**src/rtl/hier_c_rr_arbiter_pkg.sv**
```systemverilog
// Shared types and constants for the hierIncludeC cSt channel and its arbiter.
package hierIncludeC_package;

    typedef logic [15:0] cSizeT;

    typedef struct packed {
        cSizeT cAnother;
    } cSt;

    typedef enum logic {
        IDLE,
        BURST
    } hierCArbStateT;

    localparam int HIER_C_ARB_NUM_REQ   = 4;
    localparam int HIER_C_ARB_MAX_BURST = 8;

endpackage

```
**src/rtl/hier_c_rr_arbiter_if.sv**
```systemverilog
// Requester-side and downstream cSt valid/ready bundle plus grant status of the arbiter.
interface hier_c_rr_arbiter_if
    import hierIncludeC_package::*;
#(
    parameter int NUM_REQ = HIER_C_ARB_NUM_REQ,
    parameter int ID_W    = $clog2(NUM_REQ)
) ();

    logic [NUM_REQ-1:0] req_vld;
    cSt   [NUM_REQ-1:0] req_data;
    logic [NUM_REQ-1:0] req_rdy;
    logic               out_vld;
    cSt                 out_data;
    logic               out_rdy;
    logic               grant_vld;
    logic [ID_W-1:0]    grant_id;
    logic               burst_done;

    // The arbiter side drives ready, the downstream beat and the grant status.
    modport master (
        input  req_vld, req_data, out_rdy,
        output req_rdy, out_vld, out_data, grant_vld, grant_id, burst_done
    );

    modport slave (
        output req_vld, req_data, out_rdy,
        input  req_rdy, out_vld, out_data, grant_vld, grant_id, burst_done
    );

endinterface

```
**src/rtl/hier_c_rr_arbiter_pick.sv**
```systemverilog
// Round-robin picker: first set request at or above rrPtr, wrapping. Purely combinational.
module hier_c_rr_pick #(
    parameter int NUM_REQ = 4,
    parameter int ID_W    = $clog2(NUM_REQ)
) (
    input  logic [NUM_REQ-1:0] req,
    input  logic [ID_W-1:0]    rrPtr,
    output logic               found,
    output logic [ID_W-1:0]    pickId
);

    localparam logic [ID_W:0] NUM = (ID_W + 1)'(NUM_REQ);

    logic [2*NUM_REQ-1:0] doubled;
    logic [NUM_REQ-1:0]   rotated;
    logic [ID_W-1:0]      rotIdx;
    logic [ID_W:0]        unrotated;

    // Rotating by rrPtr puts the highest-priority requester at bit 0.
    always_comb begin
        doubled = {req, req} >> rrPtr;
        rotated = doubled[NUM_REQ-1:0];
    end

    always_comb begin
        found  = 1'b0;
        rotIdx = '0;
        for (int i = NUM_REQ - 1; i >= 0; i--) begin
            if (rotated[i]) begin
                found  = 1'b1;
                rotIdx = ID_W'(i);
            end
        end
    end

    // Modulo add works for non-power-of-two NUM_REQ since both terms are below NUM_REQ.
    always_comb begin
        unrotated = {1'b0, rotIdx} + {1'b0, rrPtr};
        if (unrotated >= NUM) begin
            pickId = ID_W'(unrotated - NUM);
        end else begin
            pickId = unrotated[ID_W-1:0];
        end
    end

endmodule

```
**src/rtl/hier_c_rr_arbiter.sv**
```systemverilog
// Round-robin arbiter with burst hold sharing the hierIncludeC cSt channel among NUM_REQ requesters.
module hier_c_rr_arbiter
    import hierIncludeC_package::*;
#(
    parameter int NUM_REQ   = HIER_C_ARB_NUM_REQ,
    parameter int MAX_BURST = HIER_C_ARB_MAX_BURST,
    parameter int ID_W      = $clog2(NUM_REQ)
) (
    input  logic                clk,
    input  logic                rst_n,
    hier_c_rr_arbiter_if.master bus
);

    localparam int              CNT_W     = $clog2(MAX_BURST + 1);
    localparam logic [ID_W-1:0] LAST_ID   = ID_W'(NUM_REQ - 1);
    localparam logic [CNT_W-1:0] LAST_BEAT = CNT_W'(MAX_BURST - 1);

    hierCArbStateT    state, stateNext;
    logic [ID_W-1:0]  rrPtr, rrPtrNext;
    logic [ID_W-1:0]  grantId, grantIdNext;
    logic [CNT_W-1:0] beatCnt, beatCntNext;
    logic             burstDone, burstDoneNext;

    logic             pickFound;
    logic [ID_W-1:0]  pickId;
    logic             curVld;
    logic             transfer;
    logic             releaseGrant;

    hier_c_rr_pick #(
        .NUM_REQ (NUM_REQ),
        .ID_W    (ID_W)
    ) picker (
        .req    (bus.req_vld),
        .rrPtr  (rrPtr),
        .found  (pickFound),
        .pickId (pickId)
    );

    // A grant ends either on its last allowed beat or as soon as the owner stops offering data.
    assign curVld       = bus.req_vld[grantId];
    assign transfer     = (state == BURST) && curVld && bus.out_rdy;
    assign releaseGrant = (state == BURST) && (!curVld || (transfer && (beatCnt == LAST_BEAT)));

    always_ff @(posedge clk or negedge rst_n) begin
        if (!rst_n) begin
            state     <= IDLE;
            rrPtr     <= '0;
            grantId   <= '0;
            beatCnt   <= '0;
            burstDone <= 1'b0;
        end else begin
            state     <= stateNext;
            rrPtr     <= rrPtrNext;
            grantId   <= grantIdNext;
            beatCnt   <= beatCntNext;
            burstDone <= burstDoneNext;
        end
    end

    always_comb begin
        stateNext     = state;
        rrPtrNext     = rrPtr;
        grantIdNext   = grantId;
        beatCntNext   = beatCnt;
        burstDoneNext = 1'b0;
        unique case (state)
            IDLE: begin
                if (pickFound) begin
                    stateNext   = BURST;
                    grantIdNext = pickId;
                    beatCntNext = '0;
                end
            end
            BURST: begin
                if (transfer) begin
                    beatCntNext = beatCnt + CNT_W'(1);
                end
                if (releaseGrant) begin
                    stateNext     = IDLE;
                    burstDoneNext = 1'b1;
                    rrPtrNext     = (grantId == LAST_ID) ? '0 : grantId + ID_W'(1);
                end
            end
            default: stateNext = IDLE;
        endcase
    end

    // Datapath is steered straight from the registered grant so the payload sees no extra stage.
    always_comb begin
        bus.grant_vld  = (state == BURST);
        bus.grant_id   = grantId;
        bus.burst_done = burstDone;
        bus.out_vld    = 1'b0;
        bus.out_data   = '0;
        bus.req_rdy    = '0;
        if (state == BURST) begin
            bus.out_vld          = curVld;
            bus.out_data         = bus.req_data[grantId];
            bus.req_rdy[grantId] = bus.out_rdy;
        end
    end

endmodule

```
**src/flat_wrapper.sv**
```systemverilog
// flat-port wrapper written by rule: the top's interface ports become plain ports
module hier_c_rr_arbiter_flat import hierIncludeC_package::*;
#(
    parameter int NUM_REQ   = HIER_C_ARB_NUM_REQ,
    parameter int MAX_BURST = HIER_C_ARB_MAX_BURST,
    parameter int ID_W      = $clog2(NUM_REQ)
)
  (clk, rst_n, bus_req_vld, bus_req_data, bus_out_rdy, bus_req_rdy, bus_out_vld, bus_out_data, bus_grant_vld, bus_grant_id, bus_burst_done);
  hier_c_rr_arbiter_if #(.NUM_REQ(NUM_REQ), .ID_W(ID_W)) bus_i ();
  input  logic clk;
  input  logic rst_n;
  input wire logic [$bits(bus_i.req_vld)-1:0] bus_req_vld;
  input wire logic [$bits(bus_i.req_data)-1:0] bus_req_data;
  input wire logic [$bits(bus_i.out_rdy)-1:0] bus_out_rdy;
  output wire logic [$bits(bus_i.req_rdy)-1:0] bus_req_rdy;
  output wire logic [$bits(bus_i.out_vld)-1:0] bus_out_vld;
  output wire logic [$bits(bus_i.out_data)-1:0] bus_out_data;
  output wire logic [$bits(bus_i.grant_vld)-1:0] bus_grant_vld;
  output wire logic [$bits(bus_i.grant_id)-1:0] bus_grant_id;
  output wire logic [$bits(bus_i.burst_done)-1:0] bus_burst_done;
  assign bus_i.req_vld = bus_req_vld;
  assign bus_i.req_data = bus_req_data;
  assign bus_i.out_rdy = bus_out_rdy;
  assign bus_req_rdy = bus_i.req_rdy;
  assign bus_out_vld = bus_i.out_vld;
  assign bus_out_data = bus_i.out_data;
  assign bus_grant_vld = bus_i.grant_vld;
  assign bus_grant_id = bus_i.grant_id;
  assign bus_burst_done = bus_i.burst_done;
  hier_c_rr_arbiter #(.NUM_REQ(NUM_REQ), .MAX_BURST(MAX_BURST), .ID_W(ID_W)) u_core (.clk(clk), .rst_n(rst_n), .bus(bus_i));
endmodule
```
**config.mk**
```make
export PLATFORM = sky130hd
export DESIGN_NAME = hier_c_rr_arbiter_flat
export DESIGN_NICKNAME = d
export VERILOG_FILES = /design/src/rtl/hier_c_rr_arbiter_pkg.sv /design/src/rtl/hier_c_rr_arbiter_if.sv /design/src/rtl/hier_c_rr_arbiter_pick.sv /design/src/rtl/hier_c_rr_arbiter.sv /design/src/flat_wrapper.sv
export SDC_FILE = /design/constraint.sdc
export NUM_CORES = 1
export LEC_CHECK = 0
export CAP_MARGIN = 20
export CORE_MARGIN = 8
export CORE_UTILIZATION = 30
export DETAILED_ROUTE_END_ITERATION = 10
export PLACE_DENSITY = 0.77
export SKIP_LAST_GASP = 1
export SYNTH_ARGS = -nofsm -noshare
export SYNTH_HDL_FRONTEND = slang
export SYNTH_SLANG_ARGS = --single-unit
```
**constraint.sdc**
```tcl
create_clock -name clk -period 1.99 [get_ports clk]
set_input_delay 0.398 -clock clk [delete_from_list [all_inputs] [get_ports clk]]
set_output_delay 0.398 -clock clk [all_outputs]
set_load 0.05 [all_outputs]
```
==> impl_metrics.yaml <==
status:
  status: "complete, but fails checks"
  violations: "setup timing"
placed_design:
  dp_hpwl_um: 4040
  portBuffers: 95
  routabilityCongestion: 0.857
  placed_area_um2: 2380
yosys:
  synth-edff-count: 0
  synth_cell_type_count: 34
  yosysWarnings: 0
  synth_cells: 120
  synth_fp_nets: 197
  synth-async-reset-ratio_pct: 100
  synth_flop_cell: "dfrtp_1"
  ys_ff_latch: 10
  netlist_area_um2: 1220
  avgSynthCellArea_um2: 10.2
  ys_seq_area_share_pct: 20.4
setup_path:
  slowest_delay_ns: 0.51
  endpoint_kind: "output port"
  path_class: "reg -> out"
  cp_common_cell: "buf_8"
  path_depth: 4
  critPathBufInv: 2
  worstPathMaxFanout: 7
  cp_top_family: "multiplexers"
  arrival_ns: 1.66
  cp_cell_sequence: "buf_8, mux4_2, and2_4, buf_8"
  cp-start-kind: "register"
  r2r_cells: 6
  required_ns: 1.59
  slowest_stage: "mux4_2"
route:
  drc: 0
  viasPerCell: 5.08
  ant_nets: 0
  vias: 1439
  drtIter0Drc: 51
  wl_um: 5080
  dr.pass1.iters: 4
  wl_per_cell_um: 18.0
clock_network:
  cts_tree: "done"
  path_clk_slew_ns: 0.05
  cts_buffer_depth: 2
  holdBufCountCts: 0
  cts_buffers: 3
  worstSkewPairLatency_ns: 0.23
  h-tree-depth: 1
  cts_root_buffer: "clkbuf_8"
  cts_sinks: 10
final_layout:
  n_antenna_cell: 0
  utilization_pct: 66.9
  final_area_um2: 2660
  final_nets: 311
  drive_gt1_share_pct: 40.3
  n_fill_cell: 312
  area_growth_syn_to_layout_pct: 117
sta:
  setup_viol: 17
  max_freq_ghz: 0.486
  finClkSkew_ns: 0.000426
  slew_headroom_pct: 66.8
  slew_violations: 0
  setup_ws_ns: -0.0666
  timing.setup.tns_ns: -0.628
  fin_crit_ns: 2.06
  finalHoldViolCount: 0
  period_share_pct: 103
  worstMarginPinSlew_ns: 0.497
  grt_setup_unrepaired: "yes"
pwr:
  power.density_nw_per_um2: 1680
  ir_worst_vdd_v: 0.000979
  p_leak_uw: 0.00115
floorplanning:
  initial_core_util_pct: 30.8
  core_area_um2: 3970
  die_area_um2: 6380
  die_w_um: 79.9
  ios: 96
  die_h_um: 79.9
  fp-row-count: 23
grt:
  grt_use_total_pct: 14.3
  overflow: 0
  grt_max_degree: 16
  first_global_vias: 1475
  grt_pass1_wl_um: 7290
  antenna_found_initial: 0
run:
  max-cap-violations: 0
worst_hold_path:
  hp-class: "in -> async"
==> metal layers <==
| layer | track usage, % | routed length, um |
|---|---|---|
| met3 | 3.38 | 430 |
| met2 | 26.1 | 2590 |
| met1 | 16.5 | 2020 |
| met4 | 2.55 | 46 |
| met5 | 0 | 0 |
==> worst reg2reg max path, cell delays in order (launching register included) <==
cell       delay [ns]
dfrtp_2          0.46
clkbuf_16        0.17
buf_4            0.14
mux2i_4          0.19
buf_4            0.16
a311oi_4         0.37
mux2_4           0.34
==> final timing paths <==
kind                       slack, ns                endpoint              startpoint
setup / recovery               -0.07         bus_out_data[6]  u_core.bus.grant_id[0]
setup reg to reg                0.04         u_core.rrPtr[0]  u_core.bus.grant_id[0]
hold / removal                  0.49       u_core.beatCnt[2]                   rst_n
hold reg to reg                 0.50       u_core.beatCnt[3]       u_core.beatCnt[3]
min in group clk                0.50       u_core.beatCnt[3]       u_core.beatCnt[3]
max in group asynchronous       1.15  u_core.bus.grant_id[0]                   rst_n
==> power by group <==
group | switching (uW) | leakage (uW) | internal [uW]
Sequential | 124 | 0.000119 | 296
Combinational | 1860 | 0.00100 | 1940
Clock | 78.6 | 0.0000288 | 174
==> placed cells by master, fill, tap and decap left out, types with 2 or more instances in the layout <==
master,synthesis,final
inv_1,6,5
o211ai_1,2,2
clkdlybuf4s50_1,0,68
buf_6,1,3
and3_1,6,3
o21ai_0,6,5
mux4_2,11,16
nand3b_1,2,2
dlymetal6s2s_1,0,2
buf_8,0,15
nor2b_1,3,3
mux2i_4,0,2
and3_2,0,3
clkbuf_8,0,4
buf_12,0,7
dfrtp_2,0,2
nor2_1,8,8
mux2_4,0,2
nand2_1,7,7
dfrtp_1,10,8
buf_4,0,19
ha_1,6,6
nand3_1,7,7
and2_4,0,16
==> synth_stat cells, drive strengths merged, types with 2 or more instances <==
cell type	instances	share of area [%]
nand3b	2	1.2
clkbuf	3	0.92
mux2	2	1.8
o211ai	2	1.2
mux4	16	31
inv	6	1.8
dfrtp	10	20
ha	6	6.1
nand3	7	2.9
nor2	8	2.5
buf	4	2.0
nor2b	3	1.5
mux2i	2	1.6
and3	6	3.1
and2	16	8.2
o21ai	6	2.5
nand2	7	2.1
==> through the flow <==
step                setup WS, ns  power [uW]  cells  hold WS (ns)
finish                   -0.0666        4480    283         0.493
global placement          -0.183        3560    274         0.479
detailed placement        -0.238        3590    274         0.486
global route              -0.129        4700    283         0.530
CTS                      -0.0894        4160    280         0.493
floorplan                -0.0128        2540    120         0.102
==> kinds of logic (layout without fill, tap and decap cells) <==
kind of cell / after synthesis / count (layout) / synth area share (%)
AOI/OAI and AO/OA: 17 / 17 / 9.92
xor gates and xnor gates: 1 / 1 / 0.716
adders and majority gates: 6 / 6 / 6.13
buffers and inverters: 13 / 126 / 4.81
DFF: 10 / 10 / 20.4
muxes: 20 / 20 / 34.5
and+or+nand+nor: 53 / 53 / 23.5
==> flip-flops by register name (all words and copies together), names as in the netlist <==
name                   flops
u_core.bus.burst_done      1
u_core.rrPtr               2
u_core.beatCnt             4
u_core.bus.grant_vld       1
u_core.bus.grant_id        2
==> what timing repair did <==
action	4_1_cts	5_1_grt
resized for setup	29	29
setup buffers	3	2
endpoints found under the setup margin	17	20
pin swaps	6	9
cloned	0	1
==> cell type report <==
cell class	count	area (um^2)	share of cell area (%)
repair buffers	116	1280	48.2
multi-input cells	97	983	37.0
flip-flops and latches	10	253	9.51
well taps	50	62.6	2.35
clock buffers	4	55.1	2.07
inverters	6	22.5	0.847
(Power assumes the default switching activity.)
==> edit 1, RTL diff (config.mk and constraints unchanged) <==
Change the package constant `HIER_C_ARB_NUM_REQ` from 4 to 8.
--- a/src/rtl/hier_c_rr_arbiter_pkg.sv
+++ b/src/rtl/hier_c_rr_arbiter_pkg.sv
@@ -12,7 +12,7 @@
         BURST
     } hierCArbStateT;
 
-    localparam int HIER_C_ARB_NUM_REQ   = 4;
+    localparam int HIER_C_ARB_NUM_REQ   = 8;
     localparam int HIER_C_ARB_MAX_BURST = 8;
 
 endpackage
Ports: changed (resized bus_grant_id, bus_req_data, bus_req_rdy and bus_req_vld); port bits go from 96 to 169. No check against the original RTL was run, so the function may have changed too.
==> edit 1 against the unedited design <==
- the flow still finishes with violations (negative setup slack)
- total power is 100% higher
- area after synthesis up 88%
- worst hold slack gained 14 ps
- count of clock-buffer cells in the layout unchanged
- sequential cell count grew 2
- via count up 94%
- clock power down 7%
- cell area rose by 100%
- first-iteration DRC count rose by 35%
- wire length up 130%
- non-clock buffer count rose by 109
- worst setup slack lost 380 ps
- largest power group unchanged
==> edit 1: results (changes against the unedited design) <==
Outcome
  – Run status: finished, violations left
  – Failing checks: negative setup slack

Finish
  – Data buffer area share: 45.3% (-2.9 points)
  – Seq Cell Count: 12 (+2)
  – Clock network contribution to total cell area: 0.829% (-1.2 points)
  – Filler Cell Count: 491 (+57%)
  – Area grow syn2layout: 136%
  – Multi-input logic area: 2450 sq um (+150%)
  – Comb_multi_in: 187 (+93%)
  – Fin nets: 581 (+87%)
  – Storage element area: 307 sq um (+21%)
  – Proportion of layout cells with a drive suffix above 1: 51.4% (+11 points)
  – Non-clock buffer count in the final layout: 225 (+94%)

Synthesis
  – Mux share of post-synthesis cell area: 48.7% (+14 points)
  – Most frequent cells after synthesis: mux4_2 (35), nor2_1 (35), mux2i_1 (23), nand2_1 (18), dfrtp_1 (12)
  – Area contributors post-synth: mux4_2 (34%), dfrtp_1 (13%), mux2i_1 (10%)
  – Complex-gate fraction of the synthesized area: 13.7% (+3.8 points)

Routing
  – Routed wire length: 11.5 mm (+130%)
  – DR WL/cell: 21.4 um (+19%)
  – Vias/cell: 5.19 (+2.1%)
  – Iter 0 DRT Violations: 69 (+35%)

Place
  – Final HPWL DP: 8.52 mm (+110%)
  – Buffers on Ports: 168 (+77%)
  – Cells after DPL: 518 (+89%)
  – DP Area: 4690 sq um (+97%)
  – Gpl congestion: 0.899 (+4.9%)

Clock tree
  – Latest clock arrival within the worst-skew pair: 250 ps (+20 ps)

Power and ir drop
  – Maximum vdd drop: 0.000950 V (-2.9%)
  – Static leakage: 2.05 nW (+78%)
  – Logic pwr share: 91.2% (+6.2 points)
  – Int Pwr: 4.60 mW (+91%)

Worst setup path
  – Critical path arrival: 2580 ps (+920 ps)

STA
  – Fin Clk Skew: 5.44 ps (+5.01 ps)
  – Final setup fails: 32 (+15)
  – Actual slew at the worst max-slew pin: 545 ps (+48.2 ps)
  – Setup Total Neg Slack: -6390 ps (-5760 ps)
  – Worst setup margin: -451 ps (-384 ps)

Global route
  – GRT Total Usage: 19.7% (+5.4 points)

Floorplanning
  – N_taps: 102 (+100%)
edit 1: worst paths after layout:
| kind | end | slack [ps] | cells past startpoint | startpoint |
|---|---|---|---|---|
| worst max register to register | u_core.bus.grant_id[1]$_DFFE_PN0P_ | -450 | 9 | u_core.rrPtr[1]$_DFFE_PN0P_ |
| worst min-delay path | u_core.beatCnt[2]$_DFFE_PN0P_ | 510 | 1 | rst_n |
| worst min register to register | u_core.beatCnt[3]$_DFFE_PN0P_ | 580 | 2 | u_core.beatCnt[3]$_DFFE_PN0P_ |
| min in group clk | u_core.beatCnt[3]$_DFFE_PN0P_ | 580 | 2 | u_core.beatCnt[3]$_DFFE_PN0P_ |
| worst max-delay path | u_core.bus.grant_id[1]$_DFFE_PN0P_ | -450 | 9 | u_core.rrPtr[1]$_DFFE_PN0P_ |
| max in group asynchronous | u_core.bus.grant_id[1]$_DFFE_PN0P_ | 1090 | 1 | rst_n |
edit 1: per-layer routing:
layer  wire length (um)  GRT usage (%)  vias up  share of wire [%]
met5                  0              0        -                  0
met4                196           3.57        0                1.7
met3                643           4.28       13                5.6
met2               6580           38.2      106                 57
met1               4120           21.2     1359                 36
li1                   -              -     1314                  -
edit 1: worst max-delay path, cell delays in order, from the launching register on:
cell and delay (ps):
dfrtp_2 450, buf_12 160, mux2i_4 190, mux2_4 300, nand2_2 90, nand2_2 70, a2111oi_4 360, a31oi_1 110
fa_2 540, a21oi_2 40
edit 1: timing repair:
item / in CTS / in global routing
pin swaps: 13 / 14
cloned: 3 / 2
buffers inserted: 12 / 3
resized for setup: 77 / 58
setup endpoints to repair: 31 / 38
==> edit 2, RTL diff (same settings) <==
Made on the original files. Reset style: synchronous (`rst_n`), changed in one clocked block.
--- a/src/rtl/hier_c_rr_arbiter.sv
+++ b/src/rtl/hier_c_rr_arbiter.sv
@@ -42,7 +42,7 @@
     assign transfer     = (state == BURST) && curVld && bus.out_rdy;
     assign releaseGrant = (state == BURST) && (!curVld || (transfer && (beatCnt == LAST_BEAT)));
 
-    always_ff @(posedge clk or negedge rst_n) begin
+    always_ff @(posedge clk) begin
         if (!rst_n) begin
             state     <= IDLE;
             rrPtr     <= '0;
Behaviour: differs if rst_n is asserted again (counterexample within 4 cycles, from zero or initial values and one cycle with rst_n low); with rst_n held inactive, the same outputs for 10 cycles.
==> edit 2 against the unedited design <==
- the flow still finishes with violations (negative setup slack)
- area after synthesis decreased by 6.0%
- worst setup slack better by 41 ps
- worst hold slack improved by 4.1 ps
- global-route usage up 0.83 points
- die area down 4.8%
- wire length decreased by 6.4%
- sequential cell count stayed put
- cell area decreased by 6.4%
- critical path type is now primary input to primary output
- largest cell class unchanged
Power is not compared: it rests on default switching activity, and its combinational part moved more than twofold at a synthesized area within 25%.
==> edit 2: results (changes against the unedited design) <==
Worst setup path
  – Crit-path max cell delay: 480 ps (-30 ps)
  – CP max FO: 1 (-6)
  – Critical path arrival: 1620 ps (-40 ps)
  – Flop2flop setup slack: 190 ps (+150 ps)
  – Worst setup startpoint: bus_req_data[53]

Global route
  – First-pass GRT wire length: 7.59 mm (+4.1%)
  – Vias in the first global route: 1,487 (+0.81%)
  – Pin count of the biggest net entering global routing: 20 (+4)
  – GRT Total Usage: 15.1% (+0.83 points)

STA
  – Max_slew headroom: 66.1% (-0.64 points)
  – Final setup fails: 8 (-9)
  – Setup Total Neg Slack: -134 ps (+493 ps)
  – Worst setup margin: -26.0 ps (+40.6 ps)
  – Fin Clk Skew: 4.59 ps (+4.17 ps)
  – Worst hold slack: 497 ps (+4.10 ps)

Synthesis
  – Mux share of post-synthesis cell area: 37.0% (+2.5 points)
  – Synth cell types: 29 (-15%)
  – Main synth FF type: dfxtp_1
  – Syn_nets: 191 (-3.0%)
  – Area contributors post-synth: mux4_2 (33%), dfxtp_1 (17%), and2_1 (9.8%)
  – Asr flop ratio synth: 0% (-100 points)
  – Sequential area share after synthesis: 17.4% (-3.0 points)
  – Synth Area in Adders: 6.53% (+0.39 points)
  – Synth Instances: 114 (-5.0%)
  – Most frequent cells after synthesis: and2_1 (18), mux4_2 (17), dfxtp_1 (10), nor2_1 (8)

Outcome
  – Failing checks: negative setup slack
  – Run status: finished, violations left

Floorplanning
  – Die width: 77.9 um (-2.4%)

Routing
  – Via count: 1,366 (-5.1%)
  – Iter 0 DRT Violations: 24 (-53%)

Finish
  – Area grow syn2layout: 116%
  – Post-Layout Cell Count: 268 (-5.3%)
  – Proportion of layout cells with a drive suffix above 1: 39.5% (-0.80 points)
  – Fin nets: 298 (-4.2%)

Place
  – DP Area: 2290 sq um (-4.0%)
  – Pre-CTS setup slack: -343 ps (-104 ps)
  – Final HPWL DP: 3.90 mm (-3.4%)

Min path
  – Hold Crit Class: flop to flop

Clock tree
  – Setup Buffers After CTS: 0 (-3)
[edit 2: worst max-delay path: cells and delay by family]
| kind | cells | cell delay [ps] |
|---|---|---|
| multiplexers | 1 | 480 |
| AND/OR/NAND/NOR | 1 | 180 |
| buffers and inverters | 2 | 550 |
[edit 2: final timing paths]
path | to | cells after the start
setup / recovery | bus_out_data[5] | 4
hold / removal | u_core.beatCnt[3]$_SDFFE_PN0P_ | 2
setup reg to reg | u_core.bus.grant_id[1]$_SDFFE_PN0P_ | 6
hold reg to reg | u_core.beatCnt[3]$_SDFFE_PN0P_ | 2
[edit 2: routing by layer]
layer	GRT usage [%]	vias to the layer above	routed length, um
met2	27.2	60	2390
met4	2.78	0	33
li1	-	650	-
met5	0	-	0
met3	3.92	2	356
met1	17.7	654	1970
[edit 2: cell type report]
cell class / count / area share, %
Tap cell: 48 / 2.41
Inverter: 5 / 0.754
Sequential cell: 10 / 8.25
Clock buffer: 4 / 2.21
Timing Repair Buffer: 110 / 49.0
Multi-Input combinational cell: 91 / 37.4
[edit 2: power groups by stage]
| stage | sequential, mW | combinational (mW) | clock, mW |
|---|---|---|---|
| floorplan | 0.269 | 0.471 | 0 |
| global placement | 0.239 | 0.828 | 0 |
| detailed placement | 0.240 | 0.848 | 0 |
| CTS | 0.236 | 0.882 | 0.260 |
| global route | 0.241 | 0.994 | 0.271 |
| finish | 0.239 | 0.941 | 0.255 |
[edit 2: kinds of logic after synthesis]
group	Yosys count
AND/OR/NAND/NOR	46
multiplexers	21
AO/OA/AOI/OAI	17
buffers and inverters	13
flip-flops	10
adder cells (fa/ha/maj)	6
XOR/XNOR	1
